$ cat config.mk
export PLATFORM = sky130hd
export DESIGN_NAME = cdb_arbiter_flat
export DESIGN_NICKNAME = d
export VERILOG_FILES = /design/src/rtl/cdb_arbiter_pkg.sv /design/src/rtl/cdb_arbiter_if.sv /design/src/rtl/cdb_arbiter_fu_fifo.sv /design/src/rtl/cdb_arbiter.sv /design/src/flat_wrapper.sv
export SDC_FILE = /design/constraint.sdc
export NUM_CORES = 1
export LEC_CHECK = 0
export ABC_AREA = 0
export CAP_MARGIN = 20
export CELL_PAD_IN_SITES_DETAIL_PLACEMENT = 1
export CELL_PAD_IN_SITES_GLOBAL_PLACEMENT = 1
export CORE_AREA = 8 8 186 188
export DETAILED_ROUTE_END_ITERATION = 12
export DIE_AREA = 0 0 194 196
export GPL_ROUTABILITY_DRIVEN = 0
export PLACE_DENSITY = 0.88
export SYNTH_ARGS = -nofsm -noshare
export SYNTH_HDL_FRONTEND = slang
export SYNTH_SLANG_ARGS = --single-unit
export TNS_END_PERCENT = 10
$ cat constraint.sdc
create_clock -name clock -period 4.95 [get_ports clock]
set_clock_uncertainty 0.2 [all_clocks]
set_input_delay 1.485 -clock clock [delete_from_list [all_inputs] [get_ports clock]]
set_output_delay 1.485 -clock clock [all_outputs]
set_load 0.01 [all_outputs]
$ cat src/rtl/cdb_arbiter_pkg.sv
// Shared types and sizing for the CDB arbiter: the broadcast packet, FU count and FIFO depth.
package cdb_arbiter_pkg;

  localparam int unsigned XLEN         = 32;
  localparam int unsigned ROB_IDX_LEN  = 5;
  localparam int unsigned NUM_FU       = 4;
  localparam int unsigned FU_BUF_DEPTH = 2;

  localparam int unsigned FU_IDX_W = (NUM_FU > 1) ? $clog2(NUM_FU) : 1;
  localparam int unsigned CNT_W    = $clog2(FU_BUF_DEPTH + 1);

  typedef struct packed {
    logic [ROB_IDX_LEN-1:0] rob_entry;
    logic [XLEN-1:0]        value;
    logic                   wrong_pred;
  } cdb_packet_t;

  function automatic logic [FU_IDX_W-1:0] rr_next(input logic [FU_IDX_W-1:0] idx);
    if (32'(idx) == NUM_FU - 1) return '0;
    return idx + 1'b1;
  endfunction

endpackage

$ cat src/rtl/cdb_arbiter_if.sv
// FU result ports, squash and the CDB broadcast bundled as one interface.
interface cdb_arbiter_if;
  import cdb_arbiter_pkg::*;

  logic [NUM_FU-1:0]             fu_valid;
  logic [NUM_FU*ROB_IDX_LEN-1:0] fu_rob_entry;
  logic [NUM_FU*XLEN-1:0]        fu_value;
  logic [NUM_FU-1:0]             fu_wrong_pred;
  logic [NUM_FU-1:0]             fu_ready;
  logic                          squash;
  logic                          complete_enable;
  logic [ROB_IDX_LEN-1:0]        complete_rob_entry;
  logic [XLEN-1:0]               value;
  logic                          wrong_pred;

  modport master (
    output fu_valid, fu_rob_entry, fu_value, fu_wrong_pred, squash,
    input  fu_ready, complete_enable, complete_rob_entry, value, wrong_pred
  );

  modport slave (
    input  fu_valid, fu_rob_entry, fu_value, fu_wrong_pred, squash,
    output fu_ready, complete_enable, complete_rob_entry, value, wrong_pred
  );

endinterface

$ cat src/rtl/cdb_arbiter_fu_fifo.sv
// Single-FU circular result FIFO (power-of-two depth) with synchronous clear.
module cdb_arbiter_fu_fifo
  import cdb_arbiter_pkg::*;
#(
  parameter int unsigned Depth = FU_BUF_DEPTH,
  parameter int unsigned PtrW  = $clog2(Depth),
  parameter int unsigned CntW  = $clog2(Depth + 1)
) (
  input  logic            clock,
  input  logic            reset,
  input  logic            push,
  input  logic            pop,
  input  logic            clear,
  input  cdb_packet_t     wdata,
  output cdb_packet_t     rdata,
  output logic [CntW-1:0] count,
  output logic            empty,
  output logic            full
);

  localparam logic [CntW-1:0] DepthCnt = CntW'(Depth);

  cdb_packet_t     mem [Depth];
  logic [PtrW-1:0] rd_ptr_q, wr_ptr_q;
  logic [CntW-1:0] count_q;
  logic            do_push, do_pop;

  assign do_push = push && (count_q != DepthCnt);
  assign do_pop  = pop && (count_q != '0);

  always_ff @(posedge clock or negedge reset) begin
    if (!reset) begin
      rd_ptr_q <= '0;
      wr_ptr_q <= '0;
      count_q  <= '0;
    end else if (clear) begin
      rd_ptr_q <= '0;
      wr_ptr_q <= '0;
      count_q  <= '0;
    end else begin
      if (do_push) wr_ptr_q <= wr_ptr_q + 1'b1;
      if (do_pop)  rd_ptr_q <= rd_ptr_q + 1'b1;
      case ({do_push, do_pop})
        2'b10:   count_q <= count_q + 1'b1;
        2'b01:   count_q <= count_q - 1'b1;
        default: count_q <= count_q;
      endcase
    end
  end

  // Storage needs no reset: count gates every read.
  always_ff @(posedge clock) begin
    if (do_push && !clear) mem[wr_ptr_q] <= wdata;
  end

  assign rdata = mem[rd_ptr_q];
  assign count = count_q;
  assign empty = (count_q == '0);
  assign full  = (count_q == DepthCnt);

endmodule

$ cat src/rtl/cdb_arbiter.sv
// Round-robin serializer of per-FU results onto the single-wide CDB.
// Define CDB_BYPASS_EN to let an empty FU's incoming result win arbitration directly.
module cdb_arbiter
  import cdb_arbiter_pkg::*;
(
  input logic          clock,
  input logic          reset,
  cdb_arbiter_if.slave bus
);

  cdb_packet_t         in_pkt   [NUM_FU];
  cdb_packet_t         head_pkt [NUM_FU];
  logic [CNT_W-1:0]    count    [NUM_FU];
  logic [NUM_FU-1:0]   push, pop, empty, full, cand;
  logic [FU_IDX_W-1:0] rr_q, winner;
  logic                found, bypass_win, en_q;
  cdb_packet_t         sel_pkt, out_q;

  for (genvar i = 0; i < NUM_FU; i++) begin : g_fu
    assign in_pkt[i] = '{rob_entry:  bus.fu_rob_entry[i*ROB_IDX_LEN +: ROB_IDX_LEN],
                         value:      bus.fu_value[i*XLEN +: XLEN],
                         wrong_pred: bus.fu_wrong_pred[i]};
    assign bus.fu_ready[i] = (count[i] < CNT_W'(FU_BUF_DEPTH));
`ifdef CDB_BYPASS_EN
    assign cand[i] = ~empty[i] | bus.fu_valid[i];
`else
    assign cand[i] = ~empty[i];
`endif
    assign pop[i]  = found && (winner == FU_IDX_W'(i)) && ~empty[i] && ~bus.squash;
    // A bypassed winner is broadcast straight away and never enters its FIFO.
    assign push[i] = bus.fu_valid[i] && bus.fu_ready[i] && ~bus.squash &&
                     ~(bypass_win && (winner == FU_IDX_W'(i)));

    cdb_arbiter_fu_fifo u_fifo (
      .clock (clock),
      .reset (reset),
      .push  (push[i]),
      .pop   (pop[i]),
      .clear (bus.squash),
      .wdata (in_pkt[i]),
      .rdata (head_pkt[i]),
      .count (count[i]),
      .empty (empty[i]),
      .full  (full[i])
    );

    a_no_push_when_full: assert property (@(posedge clock) disable iff (!reset)
      full[i] |-> !push[i]);
  end

  always_comb begin
    logic [FU_IDX_W-1:0] idx;
    found  = 1'b0;
    winner = '0;
    idx    = '0;
    for (int unsigned k = 0; k < NUM_FU; k++) begin
      idx = FU_IDX_W'((32'(rr_q) + k) % NUM_FU);
      if (!found && cand[idx]) begin
        found  = 1'b1;
        winner = idx;
      end
    end
  end

`ifdef CDB_BYPASS_EN
  assign bypass_win = found && empty[winner];
`else
  assign bypass_win = 1'b0;
`endif

  assign sel_pkt = bypass_win ? in_pkt[winner] : head_pkt[winner];

  always_ff @(posedge clock or negedge reset) begin
    if (!reset) begin
      rr_q  <= '0;
      en_q  <= 1'b0;
      out_q <= '0;
    end else if (bus.squash) begin
      rr_q <= '0;
      en_q <= 1'b0;
    end else if (found) begin
      rr_q  <= rr_next(winner);
      en_q  <= 1'b1;
      out_q <= sel_pkt;
    end else begin
      en_q <= 1'b0;
    end
  end

  assign bus.complete_enable    = en_q;
  assign bus.complete_rob_entry = out_q.rob_entry;
  assign bus.value              = out_q.value;
  assign bus.wrong_pred         = out_q.wrong_pred;

endmodule

$ cat src/flat_wrapper.sv
// flat-port wrapper written by rule: the top's interface ports become plain ports
module cdb_arbiter_flat import cdb_arbiter_pkg::*;
  (clock, reset, bus_fu_valid, bus_fu_rob_entry, bus_fu_value, bus_fu_wrong_pred, bus_squash, bus_fu_ready, bus_complete_enable, bus_complete_rob_entry, bus_value, bus_wrong_pred);
  cdb_arbiter_if bus_i ();
  input logic clock;
  input logic reset;
  input wire logic [$bits(bus_i.fu_valid)-1:0] bus_fu_valid;
  input wire logic [$bits(bus_i.fu_rob_entry)-1:0] bus_fu_rob_entry;
  input wire logic [$bits(bus_i.fu_value)-1:0] bus_fu_value;
  input wire logic [$bits(bus_i.fu_wrong_pred)-1:0] bus_fu_wrong_pred;
  input wire logic [$bits(bus_i.squash)-1:0] bus_squash;
  output wire logic [$bits(bus_i.fu_ready)-1:0] bus_fu_ready;
  output wire logic [$bits(bus_i.complete_enable)-1:0] bus_complete_enable;
  output wire logic [$bits(bus_i.complete_rob_entry)-1:0] bus_complete_rob_entry;
  output wire logic [$bits(bus_i.value)-1:0] bus_value;
  output wire logic [$bits(bus_i.wrong_pred)-1:0] bus_wrong_pred;
  assign bus_i.fu_valid = bus_fu_valid;
  assign bus_i.fu_rob_entry = bus_fu_rob_entry;
  assign bus_i.fu_value = bus_fu_value;
  assign bus_i.fu_wrong_pred = bus_fu_wrong_pred;
  assign bus_i.squash = bus_squash;
  assign bus_fu_ready = bus_i.fu_ready;
  assign bus_complete_enable = bus_i.complete_enable;
  assign bus_complete_rob_entry = bus_i.complete_rob_entry;
  assign bus_value = bus_i.value;
  assign bus_wrong_pred = bus_i.wrong_pred;
  cdb_arbiter u_core (.clock(clock), .reset(reset), .bus(bus_i));
endmodule
# --- Word level (Yosys, flattened, before mapping) ---
# Memories as Yosys holds them, arrays and structs flattened.
# Cells that the tools add are included.
totals:
  reg_bits: 57
  ramBits: 304
  inputBits: 159
  output_inout_bits: 43
  elab_cells: 193
  n_memories: 4
classes:
  n_addsub: 20
  magnitude_cmp: 9
  eq_ne: 15
  muxes: 60
  n_bitwise: 6
  reduce_logical: 62
memory_table:
  columns: ["name", "words", "word_bits", "rd", "rd_ports_with_merged_regs", "write_ports", "line_no", "rtl"]
  rows:
  - ["u_core.g_fu[0].u_fifo.mem", 2, 38, 1, 0, 1, "cdb_arbiter_fu_fifo.sv:23", "cdb_packet_t mem [Depth];"]
  - ["u_core.g_fu[1].u_fifo.mem", 2, 38, 1, 0, 1, "cdb_arbiter_fu_fifo.sv:23", null]
  - ["u_core.g_fu[2].u_fifo.mem", 2, 38, 1, 0, 1, "cdb_arbiter_fu_fifo.sv:23", null]
  - ["u_core.g_fu[3].u_fifo.mem", 2, 38, 1, 0, 1, "cdb_arbiter_fu_fifo.sv:23", null]
op_table:
  columns: ["cell", "count"]
  rows:
  - ["binary-select mux 38 bit (select 2 bit)", 1]
  - ["2-to-1 mux 38 bit", 2]
  - ["2-to-1 mux 1 bit", 37]
  - ["logical AND 1 bit", 35]
  - ["nonzero test 2 bit", 13]
  - ["2-to-1 mux 2 bit", 12]
  - ["one-hot mux 2 bit (2 select lines)", 4]
  - ["adder 2 x 1 -> 2 bit, second input constant", 6]
  - ["== test 2 bit, second input constant", 6]
  - ["less-than comparator 2 x 3 -> 1 bit, second input constant", 4]
  - ["nonzero test 3 bit", 4]
  - ["== test 2 x 1 -> 1 bit, second input constant", 5]
  - ["zero test 2 bit", 5]
  - ["adder 1 bit, second input constant", 8]
  - ["binary-select mux 1 bit (select 2 bit)", 4]
  - ["less-than comparator 2 bit, second input constant", 4]
  - ["!= test 2 bit, second input constant", 4]
  - ["subtractor 2 x 1 -> 2 bit, second input constant", 4]
  - ["inverter 1 bit", 5]
  - ["adder 2 bit, second input constant", 2]
  - ["zero test 1 bit", 4]
  - [">= comparator 3 bit, second input constant", 1]
  - ["inverter 2 -> 3 bit", 1]
  - ["AND reduction 2 bit", 1]

# --- Longest topological paths before layout ---
# Gate-level depths: netlist (run 1).
logic_depth:
  ltp_word: 22
  mapped_depth: 13

# --- Cells and area by module ---
# Synthesis (run 1) repeated with hierarchy kept, for this count alone.
hier_totals:
  cells_unflattened: 855
  area_unflattened_um2: 14501.4
by_module_without_submodules:
  columns: ["module", "instances", "cells_per_inst", "area_per_inst_um2"]
  rows:
  - ["cdb_arbiter_fu_fifo (u_core.g_fu[0].u_fifo ...)", 2, 144, 2965.3]
  - ["cdb_arbiter_fu_fifo (u_core.g_fu[1].u_fifo ...)", 2, 143, 2951.6]
  - ["cdb_arbiter", 1, 281, 2667.6]

# --- Worst setup path before layout (run 1) ---
# OpenSTA, ideal clock, no wires.
synth_path:
  path_type: "in2reg"
  startpoint: "in bus_squash"
  endpoint: "mem u_core.g_fu[1].u_fifo.mem[1][0] (netlist name), enable pin"
  setup_ps: 489
  arrival_ps: 4722
  required_ps: 4261
  slack_ps: -461
  path_stages: 3
  cell_sequence: "clkbuf_1 buf_1 nor3b_1"
synth_between:
  elab_chain_cells: 6
synth_rtl:
  columns: ["item", "line_no", "rtl"]
  rows:
  - ["start, declared", "flat_wrapper.sv:11", "input wire logic [$bits(bus_i.squash)-1:0] bus_squash;"]
  - ["inverter 1 bit (no source line)", null, null]
  - ["logical AND 1 bit", "cdb_arbiter.sv:31", "assign push[i] = bus.fu_valid[i] && bus.fu_ready[i] && ~bus.squash &&"]
  - ["logical AND 1 bit", "cdb_arbiter_fu_fifo.sv:28", "assign do_push = push && (count_q != DepthCnt);"]
  - ["logical AND 1 bit *", "cdb_arbiter_fu_fifo.sv:53", "if (do_push && !clear) mem[wr_ptr_q] <= wdata;"]
  - ["2-to-1 mux 1 bit *", "cdb_arbiter_fu_fifo.sv:53", null]
  - ["2-to-1 mux 1 bit (not written as such) *", "cdb_arbiter_fu_fifo.sv:53", null]
  - ["end, declared", "cdb_arbiter_fu_fifo.sv:23", null]
# Every way passes the cells marked *; elsewhere a longest branch is shown, timed or not.

# --- Worst setup path after layout (run 1) ---
layout_path:
  startpoint: "in bus_squash"
  endpoint: "reg u_core.out_q, in the netlist u_core.bus.value[16]"
layout_between:
  elab_chain_cells: 2
layout_rtl:
  columns: ["item", "line_no", "rtl"]
  rows:
  - ["inverter 1 bit (no source line)", null, null]
  - ["AND reduction 2 bit (no source line)", null, null]
  - ["end signal, assigned", "cdb_arbiter.sv:84", "out_q <= sel_pkt;"]
  - ["end, declared", "cdb_arbiter.sv:17", "cdb_packet_t sel_pkt, out_q;"]
# No other way between the ends.
# A chain may end at the register's enable or synchronous reset.

==> results.cfg, run 1 <==
[run_status]
outcome = complete, no violations

[detailed_routing]
detail-route-antenna-nets = 0
wire_length_per_cell_um = 28.4
drt_iter0_drc = 559
viasPerCell = 5.78
route.final.wire_length_um = 41800
firstDrtPassIters = 5
dr_total_vias = 8486
remaining_design_rule_violation_count = 0

[sta]
fin_crit_period_ns = 3.57
finalMaxSlewViolations = 0
timing.max_slew.rel_slack = 0.345
holdWs_ns = 0.312
final-setup-viol-count = 0
hold_viol = 0
unrepaired_setup_endpoints_after_global_routing = no
slew_of_the_pin_with_the_lowest_slew_margin_ns = 0.983
finalCritPeriodShare = 0.722
clock.fmax_ghz = 0.280

[global_routing]
first_global_vias = 9396
grt_max_degree = 45
grt_remaining_overflow = 0
grt_first_pass_wirelength_um = 61500
antenna_found_initial = 3
globalRouteTotalUtil = 0.216

[setup_path]
timing.critical_path.from_type = primary input
endpoint_kind = register
timing.critical_path.required_ns = 5.15
kind_of_critical_path = in -> reg
crit_path_start = bus_squash
worstPathMaxFanout = 44
cpPeakStageDelay_ns = 0.98
timing.critical_path.arrival_ns = 3.78
critPathSlowestCell = sky130_fd_sc_hd__clkdlybuf4s50_1
timing.rr.start = u_core.rr_q[1]
cp_cell_sequence = clkdlybuf4s50_1 > a211o_2 > a211oi_1 > a221o_1

[logic_synthesis]
postSynth.asyncResetShare = 0.158
synth.ff_latch_count = 361
syn_inst = 838
post_synth.cell_area_avg_um2 = 17.1
post_synth_num_cell_types = 47
yosysWarningCount = 0
number_of_flops_mapped_to_enable_cells_by_yosys = 304
synthesis.nets = 998
ys_seq_area_frac = 0.735
syn_area_um2 = 14400
synth_flop_cell = sky130_fd_sc_hd__edfxtp_1

[pwr]
vdd_drop_max_v = 0.000301
static_leakage_nw = 6.16
power_dens_cells_nw_per_um2 = 547

[clocking]
number_of_hold_repair_buffers_added_at_the_cts_stage = 0
clk_pin_slew_worst_paths_ns = 0.07
numCtsBuffers = 37
tritoncts_num_sinks = 361
number_of_resized_instances_in_the_post_cts_repair_step = 0
clock-root-buffer = sky130_fd_sc_hd__clkbuf_16
buffers_from_clock_root_to_sink_at_most = 3
worstSkewPairLatency_ns = 0.52
h_tree_depth = 2
postCtsSetupBuffers = 0
tritoncts = done

[die]
die_extent_in_y_um = 196
core-area_um2 = 31900
ioPinCount = 202
initial_core_util = 0.451
number_of_placement_rows = 66
dieWidth_um = 194
floorplan.die_area_um2 = 38000

[cells_and_area]
final_core_utilization = 0.564
area_overhead_of_the_layout_relative_to_synthesis_pct = 25.0
leading_cell_types_in_the_layout_fill_and_taps_excluded = sky130_fd_sc_hd__edfxtp_1 (304), sky130_fd_sc_hd__clkdlybuf4s50_1 (200), sky130_fd_sc_hd__mux2i_1 (154)
mostFrequentLayoutCell = sky130_fd_sc_hd__edfxtp_1
drive_gt1_frac = 0.125
fill_cells = 2946
final_net_count = 1194

[flow_run]
max_cap_viol_count = 0

[place]
dp_hpwl_um = 28000
place.port_buffers = 201

[worst_hold_path]
worst_min_delay_path_startpoint = u_core.bus.value[18]
timing.hold.worst.class = reg -> reg
## sequential cells by signal (all words and copies together) (netlist names)
| signal | count |
|---|---|
| u_core.bus.complete_enable | 1 |
| u_core.g_fu.u_fifo.count | 8 |
| u_core.rr_q | 2 |
| u_core.g_fu.u_fifo.mem | 304 |
| u_core.bus.wrong_pred | 1 |
| u_core.bus.value | 32 |
| u_core.g_fu.u_fifo.wr_ptr_q | 4 |
| u_core.bus.complete_rob_entry | 5 |
| u_core.g_fu.u_fifo.rd_ptr_q | 4 |
## cell families (layout without fill, tap and decap cells)
group	Yosys count	count (layout)	share of synthesized area
xor+xnor	11	11	0.00671
simple gates	56	56	0.0193
buf+inv	69	291	0.0232
fa+ha+maj	1	1	0.000871
other cells	0	1	0
mux	192	192	0.137
flops	361	361	0.735
compound gates	148	148	0.0781
## worst max-delay path: cells and delay by family
family | cells | cell delay, ns
AOI/OAI and AO/OA | 3 | 1.26
buffers and inverters | 1 | 0.98
## where the power goes
group	total, mW	switching [mW]	internal [mW]
logic	3.02	1.70	1.31
clock network	2.74	1.14	1.61
registers	4.06	0.357	3.70
total	9.82	3.20	6.62
## layout make-up
type                    instances  area [um^2]  share of cell area
clock inverters                17          168             0.00933
flip-flops and latches        361        10600               0.588
inverters                       8         35.0             0.00195
diodes                          1         2.50            0.000139
repair buffers                218         2130               0.119
multi-input cells             408         3540               0.197
well taps                     408          510              0.0284
clock buffers                  48         1020              0.0566
## synthesized netlist by cell type, types with 7 or more instances
| cell | count | area [um^2] |
|---|---|---|
| sky130_fd_sc_hd__a211oi_1 | 39 | 293 |
| sky130_fd_sc_hd__a21oi_1 | 10 | 50.1 |
| sky130_fd_sc_hd__a221o_1 | 38 | 380 |
| sky130_fd_sc_hd__a31oi_1 | 38 | 238 |
| sky130_fd_sc_hd__buf_2 | 11 | 55.1 |
| sky130_fd_sc_hd__clkbuf_1 | 38 | 143 |
| sky130_fd_sc_hd__dfrtp_1 | 57 | 1430 |
| sky130_fd_sc_hd__edfxtp_1 | 304 | 9130 |
| sky130_fd_sc_hd__mux2_2 | 38 | 428 |
| sky130_fd_sc_hd__mux2i_1 | 154 | 1540 |
| sky130_fd_sc_hd__nand2_1 | 8 | 30.0 |
| sky130_fd_sc_hd__nor2_1 | 18 | 67.6 |
| sky130_fd_sc_hd__nor3_1 | 9 | 45.0 |
| sky130_fd_sc_hd__xor2_1 | 7 | 61.3 |
## through the flow
step	instances	instance area [um^2]	setup slack (ns)	power [mW]	setup TNS, ns
CTS	1468	18000	1.40	9.91	0
finish	1469	18000	1.38	9.82	0
floorplan	838	14400	-0.461	5.90	-79.00
detailed placement	1403	16800	0.865	7.13	0
global placement	1403	16800	1.01	6.98	0
global route	1469	18000	1.30	10.2	0
## final timing paths
check,cells past startpoint,slack [ns],to
max,4,1.38,u_core.bus.value[16]
min,1,0.31,u_core.bus.value[18]
max reg2reg,11,1.56,u_core.g_fu[2].u_fifo.count[0]
min reg2reg,1,0.31,u_core.bus.value[18]
max in group asynchronous,2,2.77,u_core.g_fu[2].u_fifo.rd_ptr_q
min in group asynchronous,1,0.86,u_core.g_fu[1].u_fifo.rd_ptr_q
## per-layer routing
layer	wire, um	vias to the layer above	global-route usage
li1	-	3734	-
met1	17000	4374	0.267
met2	21500	316	0.385
met3	2360	58	0.0451
met4	864	4	0.0540
met5	27	-	0
Note: power is estimated with default switching activity, not from simulation.
==> run 2, diff against run 1 <==
==> constraint.sdc (replaced) <==
create_clock -name clock -period 3.4 [get_ports clock]
set_clock_uncertainty 0.2 [all_clocks]
set_input_delay 1.02 -clock clock [delete_from_list [all_inputs] [get_ports clock]]
set_output_delay 1.02 -clock clock [all_outputs]
set_load 0.01 [all_outputs]
==> run 2 against run 1 <==
Flip-flop and latch count did not move. Critical path depth fell by 2. Non-clock buffer count rose by 8. Register-to-register slack got worse by 0.95 ns.
==> results.cfg, run 2 (synthesis results as in run 1) <==
[sta]
fin_crit_period_ns = 2.92
holdWs_ns = 0.313
final-setup-viol-count = 0
clock.fmax_ghz = 0.342
finalMaxSlewViolations = 0
hold_viol = 0
slew_of_the_pin_with_the_lowest_slew_margin_ns = 0.966
unrepaired_setup_endpoints_after_global_routing = no
finalCritPeriodShare = 0.860
timing.max_slew.rel_slack = 0.356

[cells_and_area]
mostFrequentLayoutCell = sky130_fd_sc_hd__edfxtp_1
regMostFlops = u_core.g_fu.u_fifo.mem
area_overhead_of_the_layout_relative_to_synthesis_pct = 27.3
largest_reg_flops = 304
leading_cell_types_in_the_layout_fill_and_taps_excluded = sky130_fd_sc_hd__edfxtp_1 (304), sky130_fd_sc_hd__clkdlybuf4s50_1 (200), sky130_fd_sc_hd__mux2i_1 (154)
final_area_um2 = 18300
drive_gt1_frac = 0.133
final_net_count = 1204

[clocking]
number_of_hold_repair_buffers_added_at_the_cts_stage = 0
tritoncts_num_sinks = 361
buffers_from_clock_root_to_sink_at_most = 3
clk_pin_slew_worst_paths_ns = 0.06
worstSkewPairLatency_ns = 0.53
clock-root-buffer = sky130_fd_sc_hd__clkbuf_16
tritoncts = done
postCtsSetupBuffers = 0
number_of_resized_instances_in_the_post_cts_repair_step = 0
h_tree_depth = 2
numCtsBuffers = 39

[setup_path]
r2r_setup_slack_ns = 0.61
worstPathMaxFanout = 6
timing.critical_path.from_type = register
endpoint_kind = primary output
timing.critical_path.required_ns = 2.18
timing.critical_path.arrival_ns = 1.70
kind_of_critical_path = reg -> out

[pwr]
seq_power_share = 0.404
power_dens_cells_nw_per_um2 = 798
net-switching-power_mw = 4.73
swShare = 0.324
vdd_drop_max_v = 0.000489
p_comb_frac = 0.309
static_leakage_nw = 6.29
clock_power_share = 0.287
internal_power_mw = 9.86

[flow_run]
max_cap_viol_count = 0

[die]
dieWidth_um = 194
ioPinCount = 202
core-area_um2 = 31900
die_extent_in_y_um = 196
number_of_placement_rows = 66
initial_core_util = 0.451
floorplan.die_area_um2 = 38000

[global_routing]
grt_max_degree = 58
grt_remaining_overflow = 0
antenna_found_initial = 1
first_global_vias = 9618
grt_first_pass_wirelength_um = 61300
globalRouteTotalUtil = 0.214

[detailed_routing]
detail-route-antenna-nets = 0
drt_iter0_drc = 623
viasPerCell = 5.82
dr_total_vias = 8625
remaining_design_rule_violation_count = 0
wire_length_per_cell_um = 27.8
firstDrtPassIters = 4
route.final.wire_length_um = 41200

[place]
place.port_buffers = 201
dp_hpwl_um = 28500
cell_area_reported_after_detailed_placement_um2 = 17000

[run_status]
outcome = complete, no violations

[worst_hold_path]
timing.hold.worst.class = reg -> reg
[run 2: area by class of cell]
cell class / instances / area (um^2)
fillers: 2908 / 13600
flip-flops and latches: 361 / 10600
multi-input cells: 408 / 3570
repair buffers: 226 / 2330
clock buffers: 52 / 1080
well taps: 408 / 510
clock inverters: 19 / 184
inverters: 8 / 35.0
diodes: 1 / 2.50
[run 2: path summary, 6_finish.rpt]
| path | from | to | cells after the start |
|---|---|---|---|
| max | u_core.g_fu[3].u_fifo.count[1] | bus_fu_ready[3] | 2 |
| min | u_core.bus.value[2] | u_core.bus.value[2] | 1 |
| max reg2reg | u_core.g_fu[2].u_fifo.count[0] | u_core.g_fu[2].u_fifo.count[0] | 10 |
| min reg2reg | u_core.bus.value[2] | u_core.bus.value[2] | 1 |
| max in group asynchronous | reset | u_core.g_fu[3].u_fifo.rd_ptr_q | 2 |
| min in group asynchronous | reset | u_core.bus.value[26] | 2 |
[run 2: routing by layer]
layer,part of all wire,global-route usage,wire length (um),vias to the layer above
met5,0,0,0,-
met4,0.028,0.0693,1170,0
met3,0.054,0.0423,2240,70
met2,0.52,0.384,21500,319
met1,0.39,0.256,16200,4476
li1,-,-,-,3760
[run 2: power groups by stage]
stage	Combinational, mW	Sequential, mW	Clock [mW]
2_1_floorplan	2.81	5.77	0
3_3_place_gp	4.30	5.92	0
3_5_place_dp	4.51	5.95	0
4_1_cts	4.55	5.89	4.28
5_1_grt	4.80	5.95	4.41
6_report	4.50	5.90	4.19
[run 2: through the flow]
step	TNS, ns	setup slack, ns	std cells	util	power, mW
2_1_floorplan	-51.52	-0.262	838	-	8.58
6_report	0	0.476	1483	0.574	14.6
5_1_grt	0	0.428	1483	0.574	15.2
4_1_cts	0	0.460	1482	0.574	14.7
3_5_place_dp	0	0.256	1411	0.534	10.5
3_3_place_gp	0	0.372	1411	0.534	10.2
[run 2: critical path, cell delays in order (launching register included)]
cell                              delay [ns]
sky130_fd_sc_hd__dfrtp_1                0.45
sky130_fd_sc_hd__inv_1                  0.17
sky130_fd_sc_hd__clkdlybuf4s50_1        0.56
